[config.mk]
export PLATFORM = sky130hd
export DESIGN_NAME = rsa_uart_tx_bridge
export DESIGN_NICKNAME = d
export VERILOG_FILES = /design/src/rtl/rsa_uart_tx_bridge.sv
export SDC_FILE = /design/constraint.sdc
export NUM_CORES = 1
export LEC_CHECK = 0
export CORE_AREA = 4 4 118 120
export DETAILED_ROUTE_END_ITERATION = 8
export DIE_AREA = 0 0 122 124
export DONT_BUFFER_PORTS = 1
export PLACE_DENSITY = 0.78
export SYNTH_ARGS = -nofsm -noshare
export SYNTH_HDL_FRONTEND = slang
export SYNTH_SLANG_ARGS = --single-unit
[constraint.sdc]
create_clock -name clk -period 3.43 [get_ports clk]
set_clock_uncertainty 0.05 [all_clocks]
set_input_delay 0.686 -clock clk [delete_from_list [all_inputs] [get_ports clk]]
set_output_delay 0.686 -clock clk [all_outputs]
set_load 0.01 [all_outputs]
[src/rtl/rsa_uart_tx_bridge.sv]
// rtl/rsa_uart_tx_bridge.sv - byte-strobe to 8N1 UART transmit bridge with FIFO
//
// Buffers bytes from the interpreter communication unit and sends them to the
// host as 8N1 UART frames, in arrival order.
//
// Parameters:
//   CLKS_PER_BIT  clk cycles per UART bit (>= 2)
//   FIFO_DEPTH    byte buffer depth (power of 2, >= 2)
// Ports:
//   clk         system clock
//   reset       asynchronous active-low reset
//   byte_clk    byte strobe; a rising edge marks a valid byte
//   byte_in     byte value, captured two cycles after the strobe is first seen
//   tx          UART serial output, idle high
//   busy        transmitter active or bytes still buffered
//   fifo_count  number of bytes currently buffered
//   overflow    sticky flag, set when a byte is dropped on a full FIFO

module rsa_uart_tx_bridge #(
   parameter int CLKS_PER_BIT = 434,
   parameter int FIFO_DEPTH   = 16
) (
   input  logic                          clk,
   input  logic                          reset,
   input  logic                          byte_clk,
   input  logic [7:0]                    byte_in,
   output logic                          tx,
   output logic                          busy,
   output logic [$clog2(FIFO_DEPTH):0]   fifo_count,
   output logic                          overflow
);

   localparam int AW = $clog2(FIFO_DEPTH);
   localparam int BW = $clog2(CLKS_PER_BIT);
   localparam logic [BW-1:0] BAUD_LAST = BW'(CLKS_PER_BIT - 1);
   localparam logic [AW:0]   DEPTH_C   = (AW+1)'(FIFO_DEPTH);

   typedef enum logic [1:0] {IDLE, START, DATA, STOP} state_t;

   state_t        state, state_nx;
   logic          sync1, sync2, sync_dly;
   logic          push, push_ok, pop;
   logic [7:0]    mem [FIFO_DEPTH];
   logic [AW-1:0] wr_ptr, rd_ptr;
   logic [AW:0]   count_nx;
   logic [BW-1:0] baud, baud_nx;
   logic [2:0]    bit_cnt, bit_cnt_nx;
   logic [7:0]    shift, shift_nx;
   logic          baud_done;
   logic          tx_nx, busy_nx;

   // Strobe synchroniser; the delay flop turns a level of any length into one push.
   always_ff @(posedge clk or negedge reset) begin
      if (!reset) begin
         sync1    <= 1'b0;
         sync2    <= 1'b0;
         sync_dly <= 1'b0;
      end else begin
         sync1    <= byte_clk;
         sync2    <= sync1;
         sync_dly <= sync2;
      end
   end

   assign push = sync2 & ~sync_dly;
   assign pop  = (state == IDLE) && (fifo_count != '0);
   // A full FIFO still accepts a byte when the head leaves on the same edge.
   assign push_ok = push && ((fifo_count < DEPTH_C) || pop);

   always_comb begin
      count_nx = fifo_count;
      if (push_ok && !pop)
         count_nx = fifo_count + 1'b1;
      else if (!push_ok && pop)
         count_nx = fifo_count - 1'b1;
   end

   // Storage is not reset: the pointers and count define what is valid.
   always_ff @(posedge clk) begin
      if (push_ok)
         mem[wr_ptr] <= byte_in;
   end

   always_ff @(posedge clk or negedge reset) begin
      if (!reset) begin
         wr_ptr     <= '0;
         rd_ptr     <= '0;
         fifo_count <= '0;
         overflow   <= 1'b0;
      end else begin
         if (push_ok)
            wr_ptr <= wr_ptr + 1'b1;
         if (pop)
            rd_ptr <= rd_ptr + 1'b1;
         fifo_count <= count_nx;
         if (push && !push_ok)
            overflow <= 1'b1;
      end
   end

   assign baud_done = (baud == BAUD_LAST);

   // State register; tx and busy are registered from next-state values.
   always_ff @(posedge clk or negedge reset) begin
      if (!reset) begin
         state   <= IDLE;
         baud    <= '0;
         bit_cnt <= '0;
         shift   <= '0;
         tx      <= 1'b1;
         busy    <= 1'b0;
      end else begin
         state   <= state_nx;
         baud    <= baud_nx;
         bit_cnt <= bit_cnt_nx;
         shift   <= shift_nx;
         tx      <= tx_nx;
         busy    <= busy_nx;
      end
   end

   // Next-state logic.
   always_comb begin
      state_nx   = state;
      baud_nx    = baud;
      bit_cnt_nx = bit_cnt;
      shift_nx   = shift;
      case (state)
         IDLE: begin
            if (pop) begin
               shift_nx   = mem[rd_ptr];
               bit_cnt_nx = '0;
               baud_nx    = '0;
               state_nx   = START;
            end
         end
         START: begin
            if (baud_done) begin
               baud_nx  = '0;
               state_nx = DATA;
            end else begin
               baud_nx = baud + 1'b1;
            end
         end
         DATA: begin
            if (baud_done) begin
               baud_nx  = '0;
               shift_nx = {1'b0, shift[7:1]};
               if (bit_cnt == 3'd7)
                  state_nx = STOP;
               else
                  bit_cnt_nx = bit_cnt + 3'd1;
            end else begin
               baud_nx = baud + 1'b1;
            end
         end
         STOP: begin
            if (baud_done) begin
               baud_nx  = '0;
               state_nx = IDLE;
            end else begin
               baud_nx = baud + 1'b1;
            end
         end
         default: state_nx = IDLE;
      endcase
   end

   // Output logic, evaluated on next-state values so tx lands with the state.
   always_comb begin
      tx_nx = 1'b1;
      case (state_nx)
         START:   tx_nx = 1'b0;
         DATA:    tx_nx = shift_nx[0];
         default: tx_nx = 1'b1;
      endcase
      busy_nx = (state_nx != IDLE) || (count_nx != '0);
   end

endmodule

==> flow_metrics.tcl, run 1 <==
set metrics [dict create \
    status "completed" \
    die_x_um 122 \
    synth_area_um2 7012 \
    wl_per_cell_um 21.86 \
    cts_buffers 17 \
    worstPathRequired_ns 3.67 \
    pre_cts_ws_ns 0.7079 \
    r2r_end "busy" \
    worst_slack_ns 0.6940 \
    cp_data_arrival_time_ns 2.98 \
    cts_resized 0 \
    core_area_um2 12980 \
    yosys.area.top_type "edfxtp_1" \
    io_buffers 0 \
    ff2ff_path_depth 7 \
    power_w 0.005973 \
    rsz0062_at_grt "false" \
    pwr_density_cell_nw_per_um2 765.7 \
    cp-end-kind "register" \
    cts_tree "done" \
    drt_iter0_drc 298 \
    worstMarginPinSlew_ns 0.8376 \
    ctsHoldBuffers 1 \
    max_freq_ghz 0.3655 \
    pwr-share-comb_pct 22.8 \
    p_clk_share_pct 30.6 \
    synth_most_common_cell "edfxtp_1" \
    grt_pass1_wl_um 21960 \
    p_int_w 0.004236 \
    grt_usage_pct 19.92 \
    post-route-min-period_ns 2.736 \
    clock-sinks 169 \
    worstPathMaxFanout 8 \
    drive_gt1_share_pct 16.97 \
    r2r-start "fifo_count[0]" \
    overflow 0 \
    syn_area_per_cell_um2 16.94 \
    drc_errors 0 \
    finalSetupViolations 0 \
    synth_fp_nets 436 \
    r2r_setup_slack_ns 0.69 \
    async_flop_share_pct 24.26 \
    dr.pass1.iters 5 \
    cap_viol_max_count 0 \
    hold_viol 0 \
    clk_pin_slew_ns 0.06 \
    grt_max_degree 41 \
    slew_violations 0 \
    htree_levels 4 \
    seq_area_frac_synth_pct 69.47 \
    clockBufferDepth 2 \
    crit_type "reg -> reg" \
    die_area_um2 15130 \
    postLayoutCoreUtil_pct 60.10 \
    synth_cell_types 57 \
    synth_top_cells_by_count "edfxtp_1, dfrtp_1, mux4_2, nand2_1" \
    tns_ns 0 \
    p_switching_w 0.001738 \
    gp_congestion 0.8182 \
    routed_via_density 5.920 \
    die_h_um 124 \
    clk_latency_ns 0.42 \
    yosysTopAreaCellShare_pct 54.82 \
    nNetsFinal 446 \
    diodes 0 \
    antenna_found_initial 0 \
    ant_nets 0 \
    dp_hpwl_um 8472 \
    postSynthCellCount 414 \
    postCtsSetupBuffers 0 \
    syn_to_final_growth_pct 11.26 \
    fp-row-count 42 \
    synth_edf_count 128 \
    cts-root-buf "clkbuf_16" \
    period_share_pct 79.77 \
    postRouteWirelength_um 13380 \
    synthTopCellsByArea "edfxtp_1, dfrtp_1, mux4_2" \
    synth_flop_cell "edfxtp_1" \
    ios 19 \
    p_leak_nw 2.735 \
    grt_pass1_vias 3917 \
    min_path_type "in -> async" \
    ys_warn_count 0 \
    synth_seq_cells 169 \
    ir_drop_uv 424.2 \
    swShare_pct 29.09 \
    pwr-share-seq_pct 46.6 \
    initial_core_util_pct 54.02 \
    start_kind "register" \
    vias 3623 \
    maxSlewHeadroom_pct 43.95 \
]
==> metrics by stage <==
stage / instances / area (um2) / hold WS [ns]
after CTS: 612 / 7801 / 0.03479
final: 612 / 7801 / 0.04978
after global placement: 580 / 7219 / 0.2886
after floorplan: 414 / 7012 / 0.2812
after detailed placement: 580 / 7219 / 0.2902
after global routing: 612 / 7801 / 0.03175
==> logic make-up after synthesis <==
family                   after synthesis  share of synthesized area (%)
adder cells (fa/ha/maj)               11                          1.963
multiplexers                          46                          12.31
AND/OR/NAND/NOR                       99                          8.423
buffers and inverters                 25                          1.445
AO/OA/AOI/OAI                         53                          5.014
flip-flops                           169                          69.47
XOR/XNOR                              11                          1.374
==> routing by layer <==
| metal | global-route usage [%] | routed length [um] | part of all wire (%) | up-vias |
|---|---|---|---|---|
| met4 | 5.742 | 178 | 1.3 | 0 |
| met1 | 25.11 | 5284 | 39 | 1846 |
| met5 | 0 | 0 | 0 | - |
| met3 | 5.041 | 768 | 5.7 | 16 |
| li1 | - | - | - | 1647 |
| met2 | 34.53 | 7148 | 53 | 114 |
==> how the worst max path moves through the flow <==
stage / startpoint / endpoint / slack, ns / cells after the start
3_5_place_dp: fifo_count[0] / busy / 0.71 / 7
2_1_floorplan: fifo_count[0] / busy / 0.93 / 7
6_report: fifo_count[0] / busy / 0.69 / 7
5_1_grt: fifo_count[1] / tx / 0.46 / 7
3_3_place_gp: fifo_count[0] / busy / 0.80 / 7
4_1_cts: fifo_count[0] / busy / 0.69 / 7
==> worst max-delay path, stage by stage (launching register included) <==
cell and delay, ns:
dfrtp_1 0.49, inv_1 0.10, ha_1 0.20, or3b_1 0.38, a211oi_1 0.54, a22oi_1 0.17
xnor2_1 0.18, or4_1 0.50
==> final cells by class <==
class | count | area [um2]
Timing Repair Buffer | 6 | 70.07
Multi-Input combinational cell | 220 | 2039
Clock buffer | 21 | 440.4
Fill cell | 926 | 5179
Sequential cell | 169 | 4872
Tap cell | 176 | 220.2
Clock inverter | 10 | 121.4
Inverter | 10 | 37.54
==> state kept, by name, summed over array words and instances, names as in the netlist, 2 cells and up <==
name        cells
fifo_count      5
shift           8
bit_cnt         3
rd_ptr          4
wr_ptr          4
baud            9
mem           128
state           2
==> layout by cell type (no fill, tap or decap), types with 6 or more instances in the layout <==
| master | Yosys | final |
|---|---|---|
| mux4_2 | 32 | 32 |
| dfrtp_1 | 40 | 39 |
| nand2_1 | 28 | 28 |
| clkbuf_16 | 0 | 17 |
| and2_1 | 13 | 13 |
| edfxtp_1 | 128 | 128 |
| ha_1 | 11 | 11 |
| inv_1 | 9 | 9 |
| nor2_1 | 13 | 13 |
| and4_1 | 6 | 6 |
| xnor2_1 | 10 | 10 |
| mux2i_1 | 12 | 12 |
| o21ai_0 | 13 | 13 |
| a22oi_1 | 8 | 8 |
| a21oi_1 | 6 | 6 |
==> power groups by stage <==
stage	Clock (W)	Combinational, W	Sequential [W]
detailed placement	0	0.00135	0.00283
finish	0.00183	0.00136	0.00278
global placement	0	0.00132	0.00280
global route	0.00195	0.00150	0.00283
floorplan	0	0.00115	0.00264
CTS	0.00186	0.00138	0.00279
Note: power is estimated with default switching activity, not from simulation.
==> inputs of run 2 (changes only) <==
--- a/config.mk
+++ b/config.mk
@@ -9,7 +9,7 @@
 export DETAILED_ROUTE_END_ITERATION = 8
 export DIE_AREA = 0 0 122 124
 export DONT_BUFFER_PORTS = 1
-export PLACE_DENSITY = 0.78
+export PLACE_DENSITY = 0.8
 export SYNTH_ARGS = -nofsm -noshare
 export SYNTH_HDL_FRONTEND = slang
 export SYNTH_SLANG_ARGS = --single-unit
==> constraint.sdc (replaced) <==
create_clock -name clk -period 2.19 [get_ports clk]
set_clock_uncertainty 0.05 [all_clocks]
set_input_delay 0.438 -clock clk [delete_from_list [all_inputs] [get_ports clk]]
set_output_delay 0.438 -clock clk [all_outputs]
set_load 0.01 [all_outputs]
==> run 2 against run 1 <==
Against the previous run: sequential share of layout area fell by 4.5 points; non-clock buffer count is 46 higher; clock power is 77% higher; routed wire length grew 7.3%; critical path depth stayed put; design area grew 7.8%; global-route usage increased by 1.0 points; die area stayed put; the run now ends with negative setup slack left.
==> flow_metrics.tcl, run 2 (same netlist as run 1, synthesis figures left out) <==
set metrics [dict create \
    crit_type "reg -> reg" \
    clk_pin_slew_ns 0.07 \
    cap_viol_max_count 0 \
    final_cell_mix "edfxtp_1, buf_4, dfrtp_1" \
    postPlaceCellArea_um2 7707 \
    clk_latency_ns 0.43 \
    cp_top_family "simple AND/OR/NAND/NOR gates" \
    start_kind "register" \
    fp-row-count 42 \
    syn_to_final_growth_pct 19.93 \
    top_register "mem" \
    grt_max_degree 42 \
    wl_per_cell_um 21.80 \
    initial_core_util_pct 54.02 \
    fin_area_um2 8409 \
    overflow 0 \
    cp-end-kind "register" \
    cts_tree "done" \
    violations "negative setup slack" \
    cts_buffers 17 \
    min_path_type "in -> reg" \
    htree_levels 4 \
    gp_congestion 0.8388 \
    vias 3847 \
    fillers 868 \
    slowest_delay_ns 0.49 \
    dr.pass1.iters 4 \
    die_h_um 124 \
    status "finished, violations left" \
    routed_via_density 5.838 \
    post-route-min-period_ns 2.260 \
    drc_errors 0 \
    ir_drop_uv 866.4 \
    fin_cells 659 \
    tns_ns -0.06981 \
    worst-path-buf-inv 1 \
    period_share_pct 103.2 \
    top_regs "mem (128), baud (9), shift (8)" \
    hold_viol 0 \
    grt_pass1_wl_um 22870 \
    crit_chain "inv_2 > ha_4 > or4b_4 > nand2_4 > o311ai_4 > or3b_1 > or4_1" \
    grt_pass1_vias 4033 \
    postRouteWirelength_um 14360 \
    ios 19 \
    p_leak_nw 3.059 \
    dp_hpwl_um 9208 \
    worstPathMaxFanout 4 \
    drive_gt1_share_pct 29.19 \
    antenna_found_initial 0 \
    met2WireLength_um 7605 \
    dr_wl_met3_um 781 \
    pwr_density_cell_nw_per_um2 1205 \
    die_x_um 122 \
    cp_data_arrival_time_ns 2.51 \
    slew_violations 0 \
    cts-root-buf "clkbuf_16" \
    worstMarginPinSlew_ns 0.4567 \
    core_area_um2 12980 \
    post-place-cells 624 \
    wl_met1_um 5647 \
    io_buffers 0 \
    worst_slack_ns -0.06981 \
    ant_nets 0 \
    diodes 0 \
    highest_layer "met4" \
    maxSlewHeadroom_pct 69.32 \
    nNetsFinal 492 \
    max_freq_ghz 0.4425 \
    die_area_um2 15130 \
    clockBufferDepth 2 \
    largest_reg_flops 128 \
    mostFrequentLayoutCell "edfxtp_1" \
    worstPathRequired_ns 2.44 \
    slowest_stage "or4b_4" \
    clock-sinks 169 \
    drt_iter0_drc 277 \
    finalSetupViolations 1 \
    rsz0062_at_grt "true" \
    pre_cts_ws_ns -0.1759 \
    grt_usage_pct 20.95 \
]
-- run 2: power breakdown --
part	internal (W)	switching (W)
clock network	0.00194	0.00129
registers	0.00383	0.000330
logic	0.00140	0.00134
-- run 2: stage by stage --
step	util [%]	hold slack [ns]	power (W)
finish	64.79	0.04397	0.01013
global route	64.79	0.02749	0.01061
CTS	64.73	0.02789	0.01019
detailed placement	59.38	0.09374	0.006907
global placement	59.38	0.09393	0.006775
floorplan	-	0.09241	0.006007
-- run 2: final timing paths --
check,startpoint,to,slack (ns),depth (start not counted)
max,fifo_count[1],busy,-0.07,7
max in group asynchronous,reset,tx,1.42,2
min in group asynchronous,reset,baud[8],0.42,2
max reg2reg,fifo_count[1],busy,-0.07,7
min,byte_in[1],mem[3][1],0.04,0
min reg2reg,sync1,sync2,0.32,0
-- run 2: routing by layer --
metal / global-route usage, % / up-vias
li1: - / 1746
met3: 5.359 / 28
met5: 0 / -
met1: 26.47 / 1957
met4: 7.703 / 0
met2: 35.36 / 116
-- run 2: final cells by class --
cell class                 count  area, um2  share of cell area, %
timing repair buffer          52      511.7                  6.085
multi-input combinational    220       2125                  25.26
clock inverter                15      214.0                  2.544
sequential                   169       4876                  57.98
inverter                      10      37.54                 0.4464
tap                          176      220.2                  2.619
clock buffer                  17      425.4                  5.059
-- run 2: what timing repair did --
item / CTS / global route
resized for setup: 3 / 4
pin swaps: 0 / 3
endpoints found under the hold margin: 42 / 0
buffers inserted: 0 / 0
hold buffers: 3 / 0
endpoints found under the setup margin: 37 / 77
